===== src/rtl/clk_div_pkg.sv =====
// Shared types and constants for the programmable clock divider.
package clk_div_pkg;

    typedef enum logic [0:0] {
        StIdle,
        StRun
    } state_e;

    localparam logic MODE_PULSE = 1'b0;
    localparam logic MODE_LEVEL = 1'b1;

    localparam int unsigned MIN_DIV = 2;

endpackage


===== src/rtl/clk_div_counter.sv =====
// Enabled mod-N counter with synchronous clear and terminal-count flag.
module clk_div_counter #(
    parameter int unsigned WIDTH = 8
) (
    input  logic             clk_i,
    input  logic             rst_ni,
    input  logic             clr_i,
    input  logic             en_i,
    input  logic [WIDTH-1:0] div_i,
    output logic [WIDTH-1:0] count_o,
    output logic [WIDTH-1:0] count_d_o,
    output logic             tc_o
);

    logic [WIDTH-1:0] count_q, count_d;

    assign tc_o = (count_q == (div_i - WIDTH'(1)));

    always_comb begin
        count_d = count_q;
        if (clr_i) begin
            count_d = '0;
        end else if (en_i) begin
            count_d = tc_o ? '0 : count_q + WIDTH'(1);
        end
    end

    // Synchronous active-low reset.
    always_ff @(posedge clk_i) begin
        if (!rst_ni) begin
            count_q <= '0;
        end else begin
            count_q <= count_d;
        end
    end

    assign count_o   = count_q;
    assign count_d_o = count_d;

endmodule


===== src/rtl/clk_divider_prog.sv =====
// Programmable clock divider: pulse/level output, divisor handshake applied at period end.
module clk_divider_prog
    import clk_div_pkg::*;
#(
    parameter int unsigned WIDTH       = 8,
    parameter int unsigned DEFAULT_DIV = 7
) (
    input  logic             clk,
    input  logic             resetn,
    input  logic             i_clk_en,
    input  logic             i_start,
    input  logic             i_stop,
    input  logic             i_mode,
    input  logic             i_div_valid,
    input  logic [WIDTH-1:0] i_div_value,
    output logic             o_div_ready,
    output logic             o_div_err,
    output logic             o_div_clk,
    output logic             o_tick,
    output logic [WIDTH-1:0] o_count,
    output logic             o_busy
);

    state_e           state_q, state_d;
    logic             mode_q, mode_d;
    logic [WIDTH-1:0] div_q, div_d;
    logic             pend_q, pend_d;
    logic [WIDTH-1:0] pend_val_q, pend_val_d;
    logic             stop_q, stop_d;
    logic             err_q, err_d;
    logic             div_clk_q, div_clk_d;

    logic [WIDTH-1:0] count, count_d;
    logic             tc_raw, tick, boundary, accept, legal, apply;
    logic [WIDTH:0]   half;

    clk_div_counter #(
        .WIDTH (WIDTH)
    ) u_counter (
        .clk_i     (clk),
        .rst_ni    (resetn),
        .clr_i     (state_q == StIdle),
        .en_i      ((state_q == StRun) && i_clk_en),
        .div_i     (div_q),
        .count_o   (count),
        .count_d_o (count_d),
        .tc_o      (tc_raw)
    );

    assign tick     = (state_q == StRun) && tc_raw;
    assign boundary = tick && i_clk_en;
    assign accept   = i_div_valid && !pend_q;
    assign legal    = (i_div_value >= WIDTH'(MIN_DIV));
    assign apply    = (state_q == StIdle) || boundary;

    always_ff @(posedge clk) begin
        if (!resetn) begin
            state_q    <= StIdle;
            mode_q     <= MODE_PULSE;
            div_q      <= WIDTH'(DEFAULT_DIV);
            pend_q     <= 1'b0;
            pend_val_q <= '0;
            stop_q     <= 1'b0;
            err_q      <= 1'b0;
            div_clk_q  <= 1'b0;
        end else begin
            state_q    <= state_d;
            mode_q     <= mode_d;
            div_q      <= div_d;
            pend_q     <= pend_d;
            pend_val_q <= pend_val_d;
            stop_q     <= stop_d;
            err_q      <= err_d;
            div_clk_q  <= div_clk_d;
        end
    end

    always_comb begin
        state_d    = state_q;
        mode_d     = mode_q;
        div_d      = div_q;
        pend_d     = pend_q;
        pend_val_d = pend_val_q;
        stop_d     = 1'b0;
        err_d      = accept && !legal;

        unique case (state_q)
            StIdle: if (i_start) state_d = StRun;
            StRun: begin
                stop_d = (stop_q || i_stop) && !boundary;
                if (boundary && (stop_q || i_stop)) state_d = StIdle;
            end
            default: state_d = StIdle;
        endcase

        // Only a divisor already pending before this cycle may take effect now.
        if (apply) begin
            mode_d = i_mode;
            if (pend_q) begin
                div_d  = pend_val_q;
                pend_d = 1'b0;
            end
        end

        if (accept && legal) begin
            pend_d     = 1'b1;
            pend_val_d = i_div_value;
        end
    end

    // Output is a function of next-cycle state so the registered copy lines up with o_count.
    always_comb begin
        half      = ({1'b0, div_d} + (WIDTH + 1)'(1)) >> 1;
        div_clk_d = 1'b0;
        if (state_d == StRun) begin
            if (mode_d == MODE_LEVEL) begin
                div_clk_d = ({1'b0, count_d} < half);
            end else begin
                div_clk_d = (count_d == (div_d - WIDTH'(1)));
            end
        end
    end

    assign o_div_ready = !pend_q;
    assign o_div_err   = err_q;
    assign o_div_clk   = div_clk_q;
    assign o_tick      = tick;
    assign o_count     = count;
    assign o_busy      = (state_q == StRun);

endmodule


===== config.mk =====
export PLATFORM = sky130hd
export DESIGN_NAME = clk_divider_prog
export DESIGN_NICKNAME = d
export VERILOG_FILES = /design/src/rtl/clk_div_pkg.sv /design/src/rtl/clk_div_counter.sv /design/src/rtl/clk_divider_prog.sv
export SDC_FILE = /design/constraint.sdc
export NUM_CORES = 1
export LEC_CHECK = 0
export CORE_MARGIN = 10
export CORE_UTILIZATION = 35
export CTS_CLUSTER_SIZE = 24
export DETAILED_ROUTE_END_ITERATION = 8
export GPL_TIMING_DRIVEN = 0
export PLACE_DENSITY = 0.55
export SETUP_SLACK_MARGIN = 0.02
export SYNTH_ARGS = -nofsm -noshare
export SYNTH_HDL_FRONTEND = slang
export SYNTH_SLANG_ARGS = --single-unit

===== constraint.sdc =====
create_clock -name clk -period 7.05 [get_ports clk]
set_input_delay 1.41 -clock clk [delete_from_list [all_inputs] [get_ports clk]]
set_output_delay 1.41 -clock clk [all_outputs]
set_load 0.1 [all_outputs]

### Yosys cells after proc, flatten, opt, wreduce, memory -nomap -nowiden

Index checks and enable logic that the tools add are counted.
Widths: inputs -> output; s select.

* $add $sub $neg: 4
* $mul: 0
* divide/modulo/power cells: 0
* $lt $le $gt $ge: 2
* equality and inequality tests: 2
* shift-type cells: 0
* mux-type cells: 12
* bitwise logic cells: 1
* reduce and logical (&&, ||, !) cells: 16

Operators by type and width (number)
* $mux 8: 5
* $eq 8x8->1: 2
* $sub 8x1->8 const B: 2
* $add 8x1->9 const B: 1
* $add 8x1->8 const B: 1
* $ge 8x2->1 const B: 1
* $logic_and 1x1->1: 8
* $lt 8x8->1: 1
* $mux 1: 6
* $reduce_and 2->1: 2
* $logic_not 1->1: 3
* $logic_or 1x1->1: 2
* $pmux 1 s2: 1
* $reduce_bool 2->1: 1
* $not 1->1: 1

* register bits: 30
* latch bits: 0
* memory bits (writable): 0
* bits in read-only memories: 0
* memories kept: 0

### Longest topological paths before layout

* depth after elaboration: 9
* mapped depth: 23

### Hierarchy

From an unflattened synthesis, not the netlist that was laid out.

* cell total of the unflattened synthesis: 238
* area total of the unflattened synthesis: 2173.3 um2

By module, submodules not included
* clk_divider_prog: instances 1, cells each 149, area each 1427.6 um2, sequential area each 440.4 um2
* clk_div_counter: instances 1, cells each 89, area each 745.7 um2, sequential area each 160.2 um2

### Worst setup path after synthesis

Ideal clock, no wire load.

* path kind: flip-flop to flip-flop
* start point: reg u_counter.count_q[5] (netlist: u_counter.count_o[5])
* end point: reg div_clk_q (netlist: o_div_clk)
* arrival: 4740 ps
* path slack: 2226 ps
* cell stages (with the launch flop): 23
* path buffers: 4
* cell sequence: dfxtp_1 buf_2 nor2_1 o221a_1 or4_1 buf_2 a31o_1 buf_6 nand2_1 buf_4 mux2i_1 inv_1 ha_1 nor3b_1 xor2_1 ha_1 a21oi_1 nor2b_1 o21ai_0 nand2b_1 a2111oi_0 o21ai_0 o31ai_2

* word-level cells in the longest chain between the ends: 8

Ends and longest elaborated chain
* start, declared: line clk_div_counter.sv:15 `logic [WIDTH-1:0] count_q, count_d;`
* start signal, assigned: line clk_div_counter.sv:33 `count_q <= count_d;`
* $eq 8x8->1 (*): line clk_div_counter.sv:17 `assign tc_o = (count_q == (div_i - WIDTH'(1)));`
* $logic_and 1x1->1 (*): line clk_divider_prog.sv:50 `assign tick = (state_q == StRun) && tc_raw;`
* $logic_and 1x1->1 (*): line clk_divider_prog.sv:51 `assign boundary = tick && i_clk_en;`
* $logic_or 1x1->1 (*): line clk_divider_prog.sv:54 `assign apply = (state_q == StIdle) || boundary;`
* $mux 8 (*): line clk_divider_prog.sv:97 `if (apply) begin`
* via div_d[0]: line clk_divider_prog.sv:26 `logic [WIDTH-1:0] div_q, div_d;`
* $add 8x1->9 or $sub 8x1->8 (tied branches): line clk_divider_prog.sv:113, clk_divider_prog.sv:119
* $lt 8x8->1 or $eq 8x8->1 (tied branches): line clk_divider_prog.sv:117, clk_divider_prog.sv:119
* $mux 1 (*): line clk_divider_prog.sv:116 `if (mode_d == MODE_LEVEL) begin`
* end signal, assigned: line clk_divider_prog.sv:74 `div_clk_q <= div_clk_d;`
* end, declared: line clk_divider_prog.sv:31 `logic div_clk_q, div_clk_d;`

Mark *: on every way through the listed nets, which the timed path passes. The rest lies on a longest branch.
A chain may end at the register's enable or synchronous reset.

### Worst setup path in the final report

* start point: reg div_q[3]
* end point: reg div_clk_q (netlist: o_div_clk)

* word-level cells in the longest chain between the ends: 9

Ends and longest elaborated chain
* start, declared: line clk_divider_prog.sv:26
* start signal, assigned: line clk_divider_prog.sv:60 `div_q <= WIDTH'(DEFAULT_DIV);`
* start signal, assigned: line clk_divider_prog.sv:69 `div_q <= div_d;`
* $sub 8x1->8 (*): line clk_div_counter.sv:17
* $eq 8x8->1 (*): line clk_div_counter.sv:17
* $logic_and 1x1->1 (*): line clk_divider_prog.sv:50
* $logic_and 1x1->1 (*): line clk_divider_prog.sv:51
* $logic_or 1x1->1 (*): line clk_divider_prog.sv:54
* $mux 8 (*): line clk_divider_prog.sv:97
* via div_d[0]: line clk_divider_prog.sv:26
* $add 8x1->9 or $sub 8x1->8 (tied branches): line clk_divider_prog.sv:113, clk_divider_prog.sv:119
* $lt 8x8->1 or $eq 8x8->1 (tied branches): line clk_divider_prog.sv:117, clk_divider_prog.sv:119
* $mux 1 (*): line clk_divider_prog.sv:116

Marks and branches as above.

==> metrics <==
RSZ-0062 raised after global routing=no; Setup Buffers After CTS=0; register area share after synthesis=25.5%; PortBufs=27; crit-path cells=clkbuf_1, or4_1, buf_2, o221a_1, or4_1, buf_2, a31o_1, buf_6, nand2_1, buf_4, mux2i_1, inv_1, ha_1, nor3b_1, xor2_1, ha_1, a21oi_1, nor2b_1, o21ai_0, nand2b_1, a2111oi_0, o21ai_0, o31ai_2; Routed WL per cell=16.5 microns; CTS tree=built; async set-reset flop share out of synthesis=0%; Synthesized Nets=320; placed cell area=2720 sq um; CTS Buffer Depth=2; first-pass GRT wire length=11100 microns; endpoints failing hold=0; initial core utilization=36.4%; Die Area=10400 sq um; Least-Margin Pin Slew=0.974 ns; post-layout instance area=2830 sq um; worst min-delay path class=flip-flop to flip-flop; synth unique cells=61; critical path startpoint category=flip-flop; Fmax=190 MHz; status=complete, no violations; WP data arrival=5.45 ns; routed vias=2255; antenna violations before repair=0; CP peak stage delay=0.49 ns; syn_area_per_cell=7.98 sq um; row count=29; DRT Pass-1 Iters=5; Final period util=74.6%; delay-heaviest family, CP=compound AO/OA/AOI/OAI gates; share of layout cells above drive strength 1=8.18%; Final Util=43.8%; CP max stage cell=or4_1; CTS buffer count=5; Remaining DRCs=0; Vias/cell=5.54; number of clock sinks=30; crit path kind=flip-flop to flip-flop; CTS resizes=0; setup_tns=0 ns; # H-tree levels=2; final worst path period need=5.26 ns; WL final=6710 microns; Mapped Cells=295; core outline area=6460 sq um; Cell Area, Synth=2350 sq um; Max transition margin=34.9%; Area Overhead vs Synth=20.2%; # IOs=28; ANT nets after route=0; CP bufs+invs=6; nets=354; Yosys reg bits=30; number of diodes=0; Worst-Skew Late Latency=0.29 ns; max-slew violations=0; CP Capture Type=flip-flop; clock slew at reported path FFs=0.07 ns; Fin Clk Skew=0.00376 ns; Worst IR Drop VDD=0.0725 mV; die span in x=102 microns; Iter 0 DRT Violations=122; PD cells=170 nW/um^2; number of synthesized flops with an enable pin=0; hpwl dp=5200 microns; Main synth FF type=dfxtp_1; Max FO, Critical Path=10; # Max-Cap Violations=0; Setup-failing EPs final=0; Overall Global Routing Usage=13.4%; Placer Congestion=0.837; clock root buffer=clkbuf_8; CTS Hold Bufs=0; Syn. warnings=0; largest net degree at the start of global routing=11; Die H=102 microns; Lkg Pwr=1.08 nW; vias in the first global route=2153; GR Overflow Total=0; CP required=7.25 ns
-- power by group --
group	internal, mW	switching (mW)	leakage [nW]
sequential	0.177	0.00669	0.245
clock	0.104	0.0698	0.0579
combinational	0.0497	0.0749	0.781
-- per-stage QoR --
step / power (mW) / hold WS, ns / instances / worst slack, ns
floorplan: 0.277 / 0.432 / 295 / 2.23
global placement: 0.311 / 0.447 / 399 / 1.78
detailed placement: 0.311 / 0.458 / 399 / 1.82
CTS: 0.486 / 0.476 / 407 / 1.77
global route: 0.506 / 0.503 / 407 / 1.45
finish: 0.482 / 0.475 / 407 / 1.79
-- tightest hold or removal path, cell delays in order (launching register included) --
cell and delay (ns):
dfxtp_1 0.32, nor2_1 0.04, nor2_1 0.08
-- area by class of cell --
cell class                 count  area [sq um]
clock buffer                   5          68.8
buffer                        18          90.1
timing repair buffer          27           270
multi-input combinational    235          1620
clock inverter                 3          40.0
sequential                    30           601
inverter                      12          45.0
tap                           77          96.3
fill                         659          3630
-- synth_stat cells (all sizes together), types with 7 or more instances --
master | n | share of area (%)
and3 | 9 | 2.6
mux2i | 15 | 6.4
inv | 12 | 1.9
xor2 | 15 | 5.6
buf | 7 | 2.1
xnor2 | 8 | 3.0
nor2 | 39 | 6.2
ha | 10 | 5.3
nor3 | 9 | 2.1
a21oi | 11 | 2.3
nand2 | 18 | 2.9
clkbuf | 11 | 1.8
dfxtp | 30 | 26
o21ai | 9 | 1.9
-- cells by family after synthesis --
family | count (synthesis) | synth area share [%]
adders and majority gates | 10 | 5.32
muxes | 17 | 7.34
and+or+nand+nor | 132 | 31.1
DFF | 30 | 25.5
buffers and inverters | 30 | 5.74
xor gates and xnor gates | 23 | 8.56
AOI/OAI and AO/OA | 53 | 16.4
-- path summary, 6_finish.rpt --
path | start | end | slack, ns | depth (start not counted)
setup / recovery | div_q[3] | o_div_clk | 1.79 | 23
hold / removal | stop_q | stop_q | 0.48 | 2
setup reg to reg | div_q[3] | o_div_clk | 1.79 | 23
hold reg to reg | stop_q | stop_q | 0.48 | 2
-- routing by layer --
metal / up-vias / routed length [microns] / track usage [%]
met5: - / 0 / 0
met4: 0 / 76 / 4.56
met3: 6 / 268 / 2.77
met2: 44 / 3170 / 21.4
met1: 1063 / 3200 / 17.5
li1: 1142 / - / -
-- layout by cell type (no fill, tap or decap), types with 2 or more instances in the layout --
cell,synthesis,final
clkinv_2,0,2
mux2i_1,15,15
inv_1,12,12
nor2_1,39,39
or2_2,2,2
o2111ai_1,2,2
or3_1,3,3
xor2_1,15,15
nand2b_1,5,5
clkdlybuf4s50_1,0,27
nand3b_1,5,5
or4_1,3,3
a32o_1,2,2
dfxtp_1,30,30
a311oi_1,3,3
nand3_1,5,5
o211ai_1,3,3
nor2b_1,5,5
nor3b_1,6,6
o311ai_0,2,2
and4_1,2,2
xnor2_1,8,8
buf_2,3,3
ha_1,10,10
a21oi_1,11,11
nor4_1,6,6
a211oi_1,2,2
nand4_1,3,3
o21ai_0,9,9
and3_1,8,8
and2_1,5,5
mux2_2,2,2
nor3_1,8,8
nand2_1,18,18
a31oi_1,4,4
clkbuf_1,11,11
buf_6,2,2
clkbuf_8,0,5
-- registers in the layout, indices dropped and copies added (netlist names) --
signal	flops
div_q	8
mode_q	1
o_busy	1
o_div_clk	1
o_div_err	1
pend_q	1
pend_val_q	8
stop_q	1
u_counter.count_o	8
Note: power is estimated with default switching activity, not from simulation.
==> RTL change 1 (same settings) <==
Put a register stage on the output `o_count`, cleared by the reset. The value now appears one clock later. The other outputs are not delayed to match. Comments in the files are not updated.
--- a/src/rtl/clk_divider_prog.sv
+++ b/src/rtl/clk_divider_prog.sv
@@ -125,7 +125,13 @@
     assign o_div_err   = err_q;
     assign o_div_clk   = div_clk_q;
     assign o_tick      = tick;
-    assign o_count     = count;
+    always_ff @(posedge clk) begin
+        if (!resetn) begin
+            o_count <= '0;
+        end else begin
+            o_count <= count;
+        end
+    end
     assign o_busy      = (state_q == StRun);
 
 endmodule
Check against the original RTL: not equivalent (Yosys sat finds a counterexample within 4 cycles, from zero or initial values and one cycle with resetn low).
==> RTL change 1 against the original RTL <==
Register-to-register slack improved by 0.58 ns. Design area increased by 5.8%. Synthesized area increased by 5.9%. Non-clock buffer count decreased by 5. Power increased by 9.4%. Worst hold slack got worse by 0.0030 ns. Wire length increased by 1.6%. Setup slack improved by 0.11 ns. Sequential cell count increased by 8. Combinational power decreased by 4%. Via count decreased by 0.13%. Global-route usage decreased by 0.99 points.
==> RTL change 1: results (changes against the original RTL) <==
<table>
<tr><th>Metric</th><th>Value</th></tr>
<tr><th colspan="2">STA</th></tr>
<tr><td>Worst clock skew</td><td>0.00268 ns (-0.00108 ns)</td></tr>
<tr><th colspan="2">Clock tree</th></tr>
<tr><td>Cells resized by post-CTS repair</td><td>0 (unchanged)</td></tr>
<tr><th colspan="2">Synth</th></tr>
<tr><td>Number of distinct library cells after synthesis</td><td>60 (-1.6%)</td></tr>
<tr><td>Part of the Yosys area used for sequential elements</td><td>0.305 (+0.0500)</td></tr>
<tr><td>Synth cell count leaders</td><td>45 x sky130_fd_sc_hd__nor2_1, 38 x sky130_fd_sc_hd__dfxtp_1, 24 x sky130_fd_sc_hd__nand2_1</td></tr>
<tr><td>Cell types occupying the most area after synthesis</td><td>sky130_fd_sc_hd__dfxtp_1 31%, sky130_fd_sc_hd__mux2i_1 6.8%, sky130_fd_sc_hd__nor2_1 6.8%</td></tr>
<tr><th colspan="2">Final layout</th></tr>
<tr><td>Layout filler cell count</td><td>721 (+9.4%)</td></tr>
<tr><td>Fraction of final layout cells sized beyond drive strength 1</td><td>0.0712 (-0.0106)</td></tr>
<tr><td>Net count, final</td><td>361 (+2.0%)</td></tr>
<tr><th colspan="2">Worst setup path</th></tr>
<tr><td>Startpoint of the worst-slack reg-to-reg timing path</td><td>div_q[0]</td></tr>
<tr><td>Worst-case register-to-register setup slack</td><td>2.37 ns (+0.58 ns)</td></tr>
<tr><td>Logic depth of the worst register-to-register path</td><td>20 (-13%)</td></tr>
<tr><td>Slowest cell on the critical path</td><td>sky130_fd_sc_hd__clkdlybuf4s50_1</td></tr>
<tr><td>Critical path fanouts, max</td><td>9 (-1)</td></tr>
<tr><td>Critical Path Max Stage Delay</td><td>1.14 ns (+0.65 ns)</td></tr>
<tr><th colspan="2">Power and ir drop</th></tr>
<tr><td>Peak supply drop</td><td>0.0662 mV (-8.7%)</td></tr>
<tr><td>Static power due to leakage</td><td>0.00116 uW (+6.7%)</td></tr>
<tr><th colspan="2">Routing</th></tr>
<tr><td>Final routed wirelength across all metal layers</td><td>6820 um (+1.6%)</td></tr>
<tr><td>Mean number of vias per cell</td><td>5.20 (-6.1%)</td></tr>
<tr><td>Pre-Repair DR Iteration Count</td><td>4 (-1)</td></tr>
<tr><th colspan="2">Hold path</th></tr>
<tr><td>Endpoint of the worst hold-timing path</td><td>stop_q</td></tr>
<tr><th colspan="2">GRT</th></tr>
<tr><td>Global routing usage summed across all routing layers</td><td>0.124 (-0.00994)</td></tr>
<tr><td>Maximum number of pins on one net before global-route repair</td><td>12 (+1)</td></tr>
<tr><td>Number of global-route vias before repair</td><td>2131 (-1.0%)</td></tr>
<tr><th colspan="2">Placement</th></tr>
<tr><td>Routability Congestion</td><td>0.889 (+6.2%)</td></tr>
<tr><th colspan="2">Run status</th></tr>
<tr><td>Outcome</td><td>completed</td></tr>
</table>
## RTL change 1: cell types whose count changed after synthesis, moves of 4 or more
cell | before | now
sky130_fd_sc_hd__nor3b_1 | 6 | 2
sky130_fd_sc_hd__and3_1 | 8 | 2
sky130_fd_sc_hd__inv_1 | 12 | 8
sky130_fd_sc_hd__nand2_1 | 18 | 24
sky130_fd_sc_hd__nand3b_1 | 5 | 1
sky130_fd_sc_hd__and2_1 | 5 | 11
sky130_fd_sc_hd__nand3_1 | 5 | 12
sky130_fd_sc_hd__dfxtp_1 | 30 | 38
sky130_fd_sc_hd__clkbuf_1 | 11 | 6
sky130_fd_sc_hd__nor2_1 | 39 | 45
sky130_fd_sc_hd__a21oi_1 | 11 | 7
## RTL change 1: where the power goes
| part | internal (uW) | leakage (uW) | switching, uW |
|---|---|---|---|
| Sequential | 222 | 0.000310 | 7.37 |
| Combinational | 46.0 | 0.000789 | 74.5 |
| Clock | 98.8 | 0.0000575 | 78.1 |
| Total | 367 | 0.00116 | 160 |
## RTL change 1: kinds of logic after synthesis
logic type | Yosys count | synth area share
xor gates and xnor gates | 25 | 0.0879
buffers and inverters | 22 | 0.0381
DFF | 38 | 0.305
AOI/OAI and AO/OA | 56 | 0.173
and+or+nand+nor | 131 | 0.259
adders and majority gates | 10 | 0.0502
muxes | 20 | 0.0873
## RTL change 1: layout make-up
type / instances / area share
buffer: 13 / 0.0205
tap: 96 / 0.0401
timing repair buffer: 27 / 0.0903
sequential: 38 / 0.254
inverter: 9 / 0.0113
multi-input combinational: 242 / 0.547
clock buffer: 8 / 0.0368
## RTL change 1: worst max-delay path by stage
stage                     slack (ns)         to  cells after the start      from
after floorplan                 2.41     o_tick                      8  div_q[0]
after global placement          2.19  o_div_clk                     16  i_clk_en
after detailed placement        2.22  o_div_clk                     16  i_clk_en
after CTS                       1.90     o_tick                      9  div_q[0]
after global routing            1.73     o_tick                      9  div_q[0]
final                           1.91     o_tick                      9  div_q[0]
## RTL change 1: worst max-delay path, delay by kind of cell (launching register included)
kind	cells	cell delay (ns)
AO/OA/AOI/OAI	2	0.77
flip-flops	1	0.30
adder cells (fa/ha/maj)	1	0.26
AND/OR/NAND/NOR	3	0.68
buffers and inverters	3	1.42
## RTL change 1: metrics by stage
stage	power [uW]	std cells	instance area [um2]	worst slack, ns	hold slack (ns)
final	527	433	2990	1.91	0.472
after floorplan	320	302	2490	2.41	0.436
after detailed placement	355	425	2880	2.22	0.461
after global placement	355	425	2880	2.19	0.449
after CTS	532	433	2990	1.90	0.480
after global routing	553	433	2990	1.73	0.513
## RTL change 1: per-layer routing
layer,track usage,routed length [um],part of all wire
met1,0.163,3260,0.48
met2,0.199,3170,0.47
met3,0.0217,291,0.043
met4,0.0408,92,0.013
met5,0,0,0
==> RTL change 2 (same settings) <==
Without the edit above. `WIDTH` is set to 8 in 2 places; all go to 6.
--- a/src/rtl/clk_div_counter.sv
+++ b/src/rtl/clk_div_counter.sv
@@ -1,6 +1,6 @@
 // Enabled mod-N counter with synchronous clear and terminal-count flag.
 module clk_div_counter #(
-    parameter int unsigned WIDTH = 8
+    parameter int unsigned WIDTH = 6
 ) (
     input  logic             clk_i,
     input  logic             rst_ni,
--- a/src/rtl/clk_divider_prog.sv
+++ b/src/rtl/clk_divider_prog.sv
@@ -2,7 +2,7 @@
 module clk_divider_prog
     import clk_div_pkg::*;
 #(
-    parameter int unsigned WIDTH       = 8,
+    parameter int unsigned WIDTH       = 6,
     parameter int unsigned DEFAULT_DIV = 7
 ) (
     input  logic             clk,
Ports: changed (resized i_div_value and o_count); port bits go from 28 to 24. The function was not compared with the original's and may differ.
==> RTL change 2 against the original RTL <==
Power decreased by 25%. Synthesized area decreased by 30%. Via count decreased by 36%. Design area decreased by 29%. Setup slack improved by 0.37 ns. Global-route usage decreased by 2.3 points. First-iteration DRC count decreased by 57%. Sequential cell count decreased by 6. Die area decreased by 25%. Wire length decreased by 38%. Register-to-register slack improved by 0.89 ns. Critical path type is now primary input to flip-flop. Largest cell class unchanged.
==> RTL change 2: results (changes against the original RTL) <==
<table>
<tr><th>Metric</th><th>Value</th></tr>
<tr><th colspan="2">Final layout</th></tr>
<tr><td>Sequential standard cell area</td><td>480 um2 (-20%)</td></tr>
<tr><td>Net count, final</td><td>245 (-31%)</td></tr>
<tr><td>Buffer count excluding the clock tree in the final layout</td><td>30 (-33%)</td></tr>
<tr><td>Multi-input logic area</td><td>1100 um2 (-32%)</td></tr>
<tr><td>Layout filler cell count</td><td>473 (-28%)</td></tr>
<tr><td>Buffer share of cell area</td><td>0.134 (+0.00658)</td></tr>
<tr><td>Fin cells</td><td>275 (-32%)</td></tr>
<tr><th colspan="2">Placement</th></tr>
<tr><td>Number of buffers added on ports</td><td>23 (-15%)</td></tr>
<tr><td>Routability Congestion</td><td>0.849 (+1.4%)</td></tr>
<tr><th colspan="2">Run status</th></tr>
<tr><td>Outcome</td><td>completed</td></tr>
<tr><th colspan="2">Synth</th></tr>
<tr><td>Part of the Yosys area used for sequential elements</td><td>0.293 (+0.0375)</td></tr>
<tr><td>Cell count after synthesis</td><td>196 (-34%)</td></tr>
<tr><td>Cell types occupying the most area after synthesis</td><td>sky130_fd_sc_hd__dfxtp_1 29%, sky130_fd_sc_hd__ha_1 6.1%, sky130_fd_sc_hd__xnor2_1 5.9%</td></tr>
<tr><th colspan="2">Routing</th></tr>
<tr><td>WL met3</td><td>160 um (-40%)</td></tr>
<tr><td>Mean number of vias per cell</td><td>5.24 (-5.5%)</td></tr>
<tr><td>Metal1 wirelength</td><td>2060 um (-36%)</td></tr>
<tr><td>DR WL met2</td><td>1870 um (-41%)</td></tr>
<tr><th colspan="2">GRT</th></tr>
<tr><td>Maximum number of pins on one net before global-route repair</td><td>15 (+4)</td></tr>
<tr><td>Global routing usage summed across all routing layers</td><td>0.111 (-0.0231)</td></tr>
<tr><td>Number of global-route vias before repair</td><td>1409 (-35%)</td></tr>
<tr><td>Met2 GRT Util</td><td>0.180 (-0.0348)</td></tr>
<tr><td>Wire length of the first global-routing pass</td><td>6900 um (-38%)</td></tr>
<tr><td>Fraction of met1 tracks used by global routing</td><td>0.146 (-0.0293)</td></tr>
<tr><td>Met3 layer usage reported by global route</td><td>0.0193 (-0.00836)</td></tr>
<tr><th colspan="2">Worst setup path</th></tr>
<tr><td>Worst-case register-to-register setup slack</td><td>2.68 ns (+0.89 ns)</td></tr>
<tr><td>Logic depth of the worst register-to-register path</td><td>17 (-26%)</td></tr>
<tr><th colspan="2">Power and ir drop</th></tr>
<tr><td>Static power due to leakage</td><td>0.000784 uW (-28%)</td></tr>
<tr><th colspan="2">Clock tree</th></tr>
<tr><td>Clk pin slew, worst setup/hold paths</td><td>0.09 ns (+0.02 ns)</td></tr>
</table>
[RTL change 2: per-stage QoR]
stage | power, uW | hold WS, ns | instance area (um2) | util | worst slack [ns]
CTS | 367 | 0.481 | 2010 | 0.452 | 2.16
finish | 363 | 0.475 | 2010 | 0.452 | 2.17
global placement | 242 | 0.453 | 1940 | 0.436 | 1.95
floorplan | 216 | 0.436 | 1640 | - | 2.87
detailed placement | 242 | 0.456 | 1940 | 0.436 | 1.92
global route | 381 | 0.522 | 2010 | 0.452 | 1.90
[RTL change 2: logic make-up after synthesis]
kind of cell,after synthesis,synth area share
AOI/OAI and AO/OA,38,0.184
buffers and inverters,14,0.0396
adders and majority gates,8,0.0610
DFF,24,0.293
and+or+nand+nor,84,0.268
xor gates and xnor gates,21,0.112
muxes,7,0.0427
[RTL change 2: power by group]
part	internal, uW	switching [uW]	leakage [uW]
sequential	142	4.83	0.000196
clock	76.0	47.6	0.0000357
combinational	36.2	56.1	0.000552
